--- config.mk ---
export PLATFORM = sky130hd
export DESIGN_NAME = onehot_encoder_stream
export DESIGN_NICKNAME = d
export VERILOG_FILES = /design/src/rtl/onehot_pkg.sv /design/src/rtl/onehot_encoder_stream_lane_enc.sv /design/src/rtl/onehot_encoder_stream.sv
export SDC_FILE = /design/constraint.sdc
export NUM_CORES = 1
export LEC_CHECK = 0
export ABC_AREA = 1
export BUFFER_PORTS_ARGS = -buffer_cell sky130_fd_sc_hd__buf_2
export CELL_PAD_IN_SITES_DETAIL_PLACEMENT = 2
export CELL_PAD_IN_SITES_GLOBAL_PLACEMENT = 2
export CORE_ASPECT_RATIO = 1.75
export CORE_UTILIZATION = 34
export CTS_CLUSTER_DIAMETER = 60
export DETAILED_ROUTE_END_ITERATION = 16
export PLACE_DENSITY = 0.86
export REMOVE_ABC_BUFFERS = 1
export SYNTH_ARGS = -nofsm -noshare
export SYNTH_HDL_FRONTEND = slang
export SYNTH_HIERARCHICAL = 1
export SYNTH_SLANG_ARGS = --single-unit
--- constraint.sdc ---
create_clock -name clk -period 6.74 [get_ports clk]
set_input_delay 0.337 -clock clk [delete_from_list [all_inputs] [get_ports clk]]
set_output_delay 0.337 -clock clk [all_outputs]
set_load 0.01 [all_outputs]
--- src/rtl/onehot_pkg.sv ---
// Shared types and constants for the streaming one-hot encoder.
package onehot_pkg;

  typedef enum logic [1:0] {
    ENC_ONEHOT     = 2'b00,
    ENC_THERMO     = 2'b01,
    ENC_INV_ONEHOT = 2'b10,
    ENC_RSVD       = 2'b11
  } enc_mode_e;

  localparam int unsigned BufDepth = 2;
  localparam int unsigned CntWidth = 32;

endpackage

--- src/rtl/onehot_encoder_stream_lane_enc.sv ---
// Single-lane combinational encoder: index -> one-hot / thermometer / inverted one-hot.
module onehot_lane_enc
  import onehot_pkg::*;
#(
  parameter int unsigned DWidth = 4,
  parameter int unsigned OWidth = 2 ** DWidth
) (
  input  logic [DWidth-1:0] idx,
  input  logic              en,
  input  logic [1:0]        mode,
  output logic [OWidth-1:0] vec,
  output logic              oor
);

  // One extra bit so OWidth == 2**DWidth is representable in the range compare.
  localparam int unsigned IdxW = DWidth + 1;

  logic [IdxW-1:0] idx_ext;
  enc_mode_e       mode_e;

  assign idx_ext = {1'b0, idx};
  assign mode_e  = enc_mode_e'(mode);

  // Encode the index; disabled lanes, reserved mode and out-of-range indices give a zero vector.
  always_comb begin
    vec = '0;
    oor = 1'b0;
    if (en && (mode_e != ENC_RSVD)) begin
      if (idx_ext >= IdxW'(OWidth)) begin
        oor = 1'b1;
      end else begin
        for (int unsigned i = 0; i < OWidth; i++) begin
          case (mode_e)
            ENC_ONEHOT:     vec[i] = (IdxW'(i) == idx_ext);
            ENC_THERMO:     vec[i] = (IdxW'(i) <= idx_ext);
            ENC_INV_ONEHOT: vec[i] = (IdxW'(i) != idx_ext);
            default:        vec[i] = 1'b0;
          endcase
        end
      end
    end
  end

endmodule

--- src/rtl/onehot_encoder_stream.sv ---
// Multi-lane index encoder with a 2-entry valid/ready output buffer and beat counter.
module onehot_encoder_stream
  import onehot_pkg::*;
#(
  parameter int unsigned DWidth   = 4,
  parameter int unsigned OWidth   = 2 ** DWidth,
  parameter int unsigned NumLanes = 4
) (
  input  logic                         clk,
  input  logic                         rst,
  input  logic                         valid_i,
  output logic                         ready_o,
  input  logic [NumLanes*DWidth-1:0]   data_i,
  input  logic [NumLanes-1:0]          lane_en_i,
  input  logic [1:0]                   mode_i,
  output logic                         valid_o,
  input  logic                         ready_i,
  output logic [NumLanes*OWidth-1:0]   data_o,
  output logic [NumLanes-1:0]          oor_o,
  output logic [CntWidth-1:0]          beat_cnt_o
);

  localparam int unsigned DataW  = NumLanes * OWidth;
  localparam int unsigned CountW = $clog2(BufDepth + 1);
  localparam int unsigned PtrW   = $clog2(BufDepth);

  logic [DataW-1:0]    enc_data;
  logic [NumLanes-1:0] enc_oor;

  logic [DataW-1:0]    slot_data [BufDepth];
  logic [NumLanes-1:0] slot_oor  [BufDepth];
  logic [PtrW-1:0]     wr_ptr;
  logic [PtrW-1:0]     rd_ptr;
  logic [CountW-1:0]   count;

  logic push;
  logic pop;

  // Per-lane encoders; lane 0 sits in the least-significant slice.
  for (genvar g = 0; g < NumLanes; g++) begin : g_lane
    onehot_lane_enc #(
      .DWidth(DWidth),
      .OWidth(OWidth)
    ) u_lane (
      .idx (data_i[g*DWidth +: DWidth]),
      .en  (lane_en_i[g]),
      .mode(mode_i),
      .vec (enc_data[g*OWidth +: OWidth]),
      .oor (enc_oor[g])
    );
  end

  // Handshake decode; ready depends only on the registered occupancy.
  assign ready_o = (count != CountW'(BufDepth));
  assign valid_o = (count != '0);
  assign push    = valid_i && ready_o;
  assign pop     = valid_o && ready_i;

  // Head entry is presented, zeroed while the buffer is empty.
  assign data_o = valid_o ? slot_data[rd_ptr] : '0;
  assign oor_o  = valid_o ? slot_oor[rd_ptr]  : '0;

  // Buffer storage: written on push only, no reset needed since reads are masked by count.
  always_ff @(posedge clk) begin
    if (!rst && push) begin
      slot_data[wr_ptr] <= enc_data;
      slot_oor[wr_ptr]  <= enc_oor;
    end
  end

  // Pointers, occupancy and handshake counter.
  always_ff @(posedge clk) begin
    if (rst) begin
      wr_ptr     <= '0;
      rd_ptr     <= '0;
      count      <= '0;
      beat_cnt_o <= '0;
    end else begin
      if (push) wr_ptr <= wr_ptr + PtrW'(1);
      if (pop) begin
        rd_ptr     <= rd_ptr + PtrW'(1);
        beat_cnt_o <= beat_cnt_o + CntWidth'(1);
      end
      case ({push, pop})
        2'b10:   count <= count + CountW'(1);
        2'b01:   count <= count - CountW'(1);
        default: count <= count;
      endcase
    end
  end

endmodule

==> impl_metrics.toml, run 1 <==
[floorplanning]
die_h_um = 223.0
start_util = 0.3471
dieWidth_um = 128.3
floorplan.core_area_um2 = 27330
pin_count = 128
die_area_um2 = 28600
std_cell_rows = 80

[power]
switching_power_of_the_nets_uw = 984.4
pwr_density_cell_nw_per_um2 = 285.2
vdd.ir_drop.worst_mv = 0.2298
power.sequential.fraction = 0.395
internal_power_mw = 2.191
clock_power_share = 0.373
cellLeakagePower_nw = 4.818
finalPower_mw = 3.175
comb_power_share = 0.232
power.switching_fraction = 0.3100

[global_route]
first_global_vias = 9630
grt_pass1_wl_um = 51690
grt_util_all_layers = 0.2402
grt_max_degree = 69
number_of_antenna_violations_at_the_first_check_in_global_routing = 1
globalRoute.totalOverflow = 0

[outcome]
run_status = "complete, no violations"

[place]
port_buffers = 127
place_hpwl_um = 24050
place_congestion = 0.8645
placement.cell_area_um2 = 10420
place.detailed.instances = 1677

[cts]
clock_path_buffers = 2
clkTransAtPathRegs_ns = 0.07
cts-buffers-inserted = 17
postCtsHoldBufs = 0
ctsHtreeMaxLevel = 4
clock_latency_reported_for_the_late_side_of_the_worst_skew_pair_ns = 0.46
tritoncts_clock_tree = "built"
post_cts_buffers = 0
postCtsResizedCells = 0
clock-sinks = 173
root_buffer = "sky130_fd_sc_hd__clkbuf_16"

[logic_synthesis]
syn_avg_cell_area_um2 = 7.807
post_synth_instance_area_um2 = 9485
yosysUniqueCellTypes = 28
synth.largest_area_cell = "sky130_fd_sc_hd__edfxtp_1"
ys_top_cells_by_area = "sky130_fd_sc_hd__edfxtp_1, sky130_fd_sc_hd__nand2_1, sky130_fd_sc_hd__dfxtp_1, sky130_fd_sc_hd__a21oi_1, sky130_fd_sc_hd__nand3_1"
number_of_warnings_issued_by_yosys = 6
async_flop_share = 0
post-synth-top-count-cell = "sky130_fd_sc_hd__nand2_1"
synth_top_flop_cell = "sky130_fd_sc_hd__edfxtp_1"
synth.ff_latch_count = 173
synth-edff-count = 136
yosys.area.top_type_share = 0.4306
syn_inst = 1215
ys_seq_area_frac = 0.5086
yosys-top-cells-count = "sky130_fd_sc_hd__nand2_1, sky130_fd_sc_hd__edfxtp_1, sky130_fd_sc_hd__a21oi_1, sky130_fd_sc_hd__nand3_1, sky130_fd_sc_hd__nor2_1"

[run]
cap_viol_max_count = 0

[drt]
post-route-drc-count = 0
drt-wirelength-per-cell_um = 19.26
first_iter_violations = 318
detailedRoute.firstPassIterationCount = 4
vias_per_cell = 5.180
postRouteWirelength_um = 32940
antenna_violating_nets_post_route = 0
num_vias = 8858

[timing]
min_period_ns = 2.684
setup_viol = 0
worst_clock_skew_ns = 0.01419
hold_viol = 0
period_share = 0.3982
slew_at_the_pin_with_the_worst_max_slew_slack_ns = 1.030
timing.slew.headroom = 0.3134
timing.final.max_slew_violations = 0
setup_total_negative_slack_ns = 0
grt_setup_unrepaired = "false"
fmaxAchievable_mhz = 372.6

[cells_and_area]
filler_cell_count = 3209
final_net_count = 1355
final_cell_count_no_fill = 1710
register_area_um2 = 4826
layout-drive-gt1-share = 0.1813
final_core_utilization = 0.4074
multi_input_comb_area_um2 = 4016
design_area_um2 = 11130
area_delta_synth_final_pct = 17.37

[critical_path]
kind_of_start_point_of_the_critical_path = "flip-flop"
cells_traversed_along_the_worst_timing_path = "nor2_4 -> buf_4 -> a21oi_1 -> buf_2"
timing.critical_path.slowest_cell_delay_ns = 0.67
timing.setup.critical_path_class = "flip-flop to output port"
timing.critical_path.required_ns = 6.40
crit_path_top_delay_cell = "sky130_fd_sc_hd__nor2_4"
critical_path_peak_fanout = 41
crit_path_end_kind = "output port"
timing.critical_path.arrival_ns = 2.35

[hold_path]
hold_path_class = "input pin to flip-flop"
area by class of cell:
class / count / share of cell area
multi-input cells: 884 / 0.3608
well taps: 369 / 0.04147
repair buffers: 132 / 0.06046
clock inverters: 11 / 0.02124
diodes: 1 / 0.0002248
inverters: 119 / 0.04012
clock buffers: 21 / 0.04226
flip-flops and latches: 173 / 0.4335
per-stage QoR:
step	hold slack, ns	worst slack, ns
6_report	0.2572	4.056
3_3_place_gp	0.4381	4.602
3_5_place_dp	0.4547	4.441
4_1_cts	0.2269	3.990
2_1_floorplan	0.4061	0.8428
5_1_grt	0.2453	3.900
power groups by stage:
stage	Sequential (mW)	Combinational (mW)	Clock, mW
2_1_floorplan	1.29	0.401	0
3_3_place_gp	1.27	0.720	0
3_5_place_dp	1.28	0.749	0
4_1_cts	1.25	0.754	1.21
5_1_grt	1.26	0.814	1.25
6_report	1.25	0.736	1.18
layer usage:
layer  GRT usage  part of all wire
met5           0                 0
met4     0.09070             0.029
met3     0.04532             0.032
met2      0.4849              0.58
met1      0.2305              0.36
cell usage in the layout (no fill, tap or decap), drive strengths merged, types with 4 or more instances in the layout:
| master | Yosys | routed |
|---|---|---|
| a21oi | 137 | 137 |
| buf | 25 | 132 |
| bufinv | 0 | 7 |
| clkbuf | 14 | 21 |
| clkinv | 8 | 11 |
| conb | 4 | 4 |
| dfxtp | 37 | 37 |
| edfxtp | 136 | 136 |
| inv | 111 | 111 |
| nand2 | 453 | 453 |
| nand3 | 104 | 104 |
| nand4 | 6 | 6 |
| nor2 | 135 | 135 |
| nor3 | 11 | 11 |
| o21ai | 23 | 23 |
| xor2 | 4 | 4 |
worst max-delay path, delay by kind of cell, from the launching register on:
| family | cells | cell delay [ns] |
|---|---|---|
| simple gates | 1 | 0.67 |
| flops | 1 | 0.35 |
| compound gates | 1 | 0.12 |
| buf+inv | 2 | 0.73 |
kinds of logic (layout without fill, tap and decap cells):
family,after synthesis,count (layout),synth area share
and+or+nand+nor,712,712,0.3249
other,4,5,0.001582
buffers and inverters,158,283,0.06925
AOI/OAI and AO/OA,161,161,0.08838
adders and majority gates,2,2,0.002638
xor gates and xnor gates,5,5,0.004617
DFF,173,173,0.5086
final timing paths:
kind	start	end	slack, ns	cells after the start
worst max register to register	count[1]$_SDFFE_PP0P_	count[1]$_SDFFE_PP0P_	4.49	7
worst max-delay path	count[1]$_SDFFE_PP0P_	data_o[26]	4.06	4
worst min register to register	rd_ptr$_SDFFE_PP0P_	flip-flop	0.47	1
worst min-delay path	rst	beat_cnt_o[14]$_SDFFE_PP0P_	0.26	2
flip-flops by register name, summed over array words and instances (netlist names), named ones only:
name and flops:
rd_ptr 1, slot_oor 8, wr_ptr 1, slot_data 128, count 2, beat_cnt_o 32
Note: power is estimated with default switching activity, not from simulation.
==> run 2: changes to the inputs <==
- CORE_UTILIZATION: 34 -> 31
- PLACE_DENSITY: 0.86 -> 0.83
- clock period: 6.74 -> 2.2 ns (I/O delays scaled with it)
==> run 2 against run 1 <==
Sequential power grew to 3.1 times the previous value. Cell area grew 0.95%. Highest routed layer unchanged. Clock power rose to 2.7 times the previous value. Count of clock-buffer cells in the layout decreased by 4. Critical endpoint is now beat_cnt_o[25]$_SDFFE_PP0P_. Non-clock buffer count up 16. Critical path type is now flip-flop to flip-flop. Hold slack worse by 0.20 ns. Global-route usage fell by 2.6 points. Cell count is 1.9% higher. Worst setup slack got worse by 3.9 ns.
==> impl_metrics.toml, run 2 (same netlist as run 1, synthesis figures left out) <==
[outcome]
run_status = "complete, no violations"

[cts]
ctsHtreeMaxLevel = 4
clkTransAtPathRegs_ns = 0.07
clock_path_buffers = 2
clock_latency_reported_for_the_late_side_of_the_worst_skew_pair_ns = 0.45
root_buffer = "sky130_fd_sc_hd__clkbuf_16"
tritoncts_clock_tree = "built"
cts-buffers-inserted = 17
clock-sinks = 173
postCtsHoldBufs = 0

[critical_path]
cp-startpoint = "count[0]$_SDFFE_PP0P_"
timing.critical_path.required_ns = 2.55
crit_path_end = "beat_cnt_o[25]$_SDFFE_PP0P_"
kind_of_start_point_of_the_critical_path = "flip-flop"
worst-r2r-cell-count = 10
ff2ff_setup_slack_ns = 0.15
critical_path_peak_fanout = 12
worstReg2RegEnd = "beat_cnt_o[25]$_SDFFE_PP0P_"
timing.setup.critical_path_class = "flip-flop to flip-flop"
worst_r2r_startpoint = "count[0]$_SDFFE_PP0P_"
timing.critical_path.arrival_ns = 2.40
crit_path_end_kind = "flip-flop"

[cells_and_area]
area_delta_synth_final_pct = 18.49
layout.cells.most_common = "sky130_fd_sc_hd__nand2_1"
register_containing_the_most_flip_flops_in_the_final_layout = "slot_data"
antenna-diode-count = 0
number_of_flip_flops_in_the_largest_register = 128
layout.cells.most_common_list = "sky130_fd_sc_hd__nand2_1, sky130_fd_sc_hd__edfxtp_1, sky130_fd_sc_hd__a21oi_1"
regs_by_ff_count = "slot_data (128), beat_cnt_o (32), slot_oor (8)"
final_net_count = 1371
layout-drive-gt1-share = 0.1910

[floorplanning]
dieWidth_um = 134.2
die_area_um2 = 31330
pin_count = 128
die_h_um = 233.4
floorplan.core_area_um2 = 30060
start_util = 0.3156
std_cell_rows = 84

[drt]
antenna_violating_nets_post_route = 0
detailedRoute.firstPassIterationCount = 4
first_iter_violations = 269
post-route-drc-count = 0
postRouteWirelength_um = 32670
drt-wirelength-per-cell_um = 18.74
vias_per_cell = 5.026
num_vias = 8760

[timing]
setup_viol = 0
worst_clock_skew_ns = 0.008043
finalHoldWorstSlack_ns = 0.05905
slew_at_the_pin_with_the_worst_max_slew_slack_ns = 0.7443
timing.slew.headroom = 0.5033
fmaxAchievable_mhz = 487.7
period_share = 0.9320
min_period_ns = 2.051
grt_setup_unrepaired = "false"
finalWorstSetupSlack_ns = 0.1495
timing.final.max_slew_violations = 0
hold_viol = 0
setup_total_negative_slack_ns = 0

[global_route]
globalRoute.totalOverflow = 0
grt_pass1_wl_um = 50740
grt_max_degree = 69
number_of_antenna_violations_at_the_first_check_in_global_routing = 0
grt_util_all_layers = 0.2142
first_global_vias = 9641

[power]
finalPower_mw = 9.437
pwr_density_cell_nw_per_um2 = 839.7
vdd.ir_drop.worst_mv = 0.6083
cellLeakagePower_nw = 4.871

[run]
cap_viol_max_count = 0

[place]
placement.setup.worst_slack_ns = 0.3096
place_congestion = 0.8268
place_hpwl_um = 24070
port_buffers = 127

[hold_path]
hold_path_class = "input pin to flip-flop"
-- run 2: cell count changes in the layout (fill, tap and decap cells not counted), moves of 2 or more --
| cell | delta |
|---|---|
| sky130_fd_sc_hd__buf_4 | +10 |
| sky130_fd_sc_hd__buf_12 | +4 |
| sky130_fd_sc_hd__bufinv_16 | -4 |
| sky130_fd_sc_hd__inv_6 | +4 |
| sky130_fd_sc_hd__clkbuf_8 | -3 |
| sky130_fd_sc_hd__clkinv_4 | +2 |
-- run 2: routing by layer --
metal	track usage	vias up	wire [um]
met1	0.2071	4349	11970
met4	0.1078	0	1160
met2	0.4279	151	18810
met3	0.03299	57	727
li1	-	4203	-
met5	0	-	0
-- run 2: worst min path at each step --
stage,startpoint,to,slack [ns],cells past startpoint
6_report,rst,beat_cnt_o[7]$_SDFFE_PP0P_,0.06,2
5_1_grt,rst,beat_cnt_o[7]$_SDFFE_PP0P_,0.06,2
4_1_cts,rst,beat_cnt_o[10]$_SDFFE_PP0P_,0.03,2
3_5_place_dp,rd_ptr$_SDFFE_PP0P_,rd_ptr$_SDFFE_PP0P_,0.45,1
3_3_place_gp,rd_ptr$_SDFFE_PP0P_,flip-flop,0.42,1
2_1_floorplan,rst,wr_ptr$_SDFFE_PP0P_,0.18,1
-- run 2: final cells by class --
cell class,instances,area [um2]
Fill cell,3538,18820
Clock buffer,17,425.4
Tap cell,387,484.2
Inverter,119,449.2
Clock inverter,15,183.9
Sequential cell,173,4826
Multi-Input combinational cell,884,4016
Timing Repair Buffer,148,854.6
-- run 2: what timing repair did --
action | in CTS | in global routing
setup buffers | 0 | 4
gates resized for setup | 4 | 0
setup endpoints to repair | 56 | 2
pin swaps | 0 | 1
-- run 2: through the flow --
step | utilization | instance area, um2 | instances
4_1_cts | 0.3725 | 11200 | 1739
6_report | 0.3739 | 11240 | 1743
5_1_grt | 0.3739 | 11240 | 1743
3_3_place_gp | 0.3518 | 10570 | 1707
2_1_floorplan | - | 9275 | 1176
3_5_place_dp | 0.3518 | 10570 | 1707
-- run 2: power by group --
group / internal, mW / switching, mW
logic: 0.755 / 1.68
registers: 3.75 / 0.0840
clock network: 1.80 / 1.37
total: 6.30 / 3.13
-- run 2: critical path: stages (launching register included) --
cell	delay [ns]
sky130_fd_sc_hd__dfxtp_1	0.41
sky130_fd_sc_hd__nor2_4	0.07
sky130_fd_sc_hd__buf_12	0.15
sky130_fd_sc_hd__buf_4	0.15
sky130_fd_sc_hd__nor2_8	0.16
sky130_fd_sc_hd__buf_4	0.22
sky130_fd_sc_hd__nand2_1	0.12
sky130_fd_sc_hd__nor3_1	0.38
sky130_fd_sc_hd__nand3_1	0.14
sky130_fd_sc_hd__nand2_1	0.09
sky130_fd_sc_hd__nor2_1	0.05
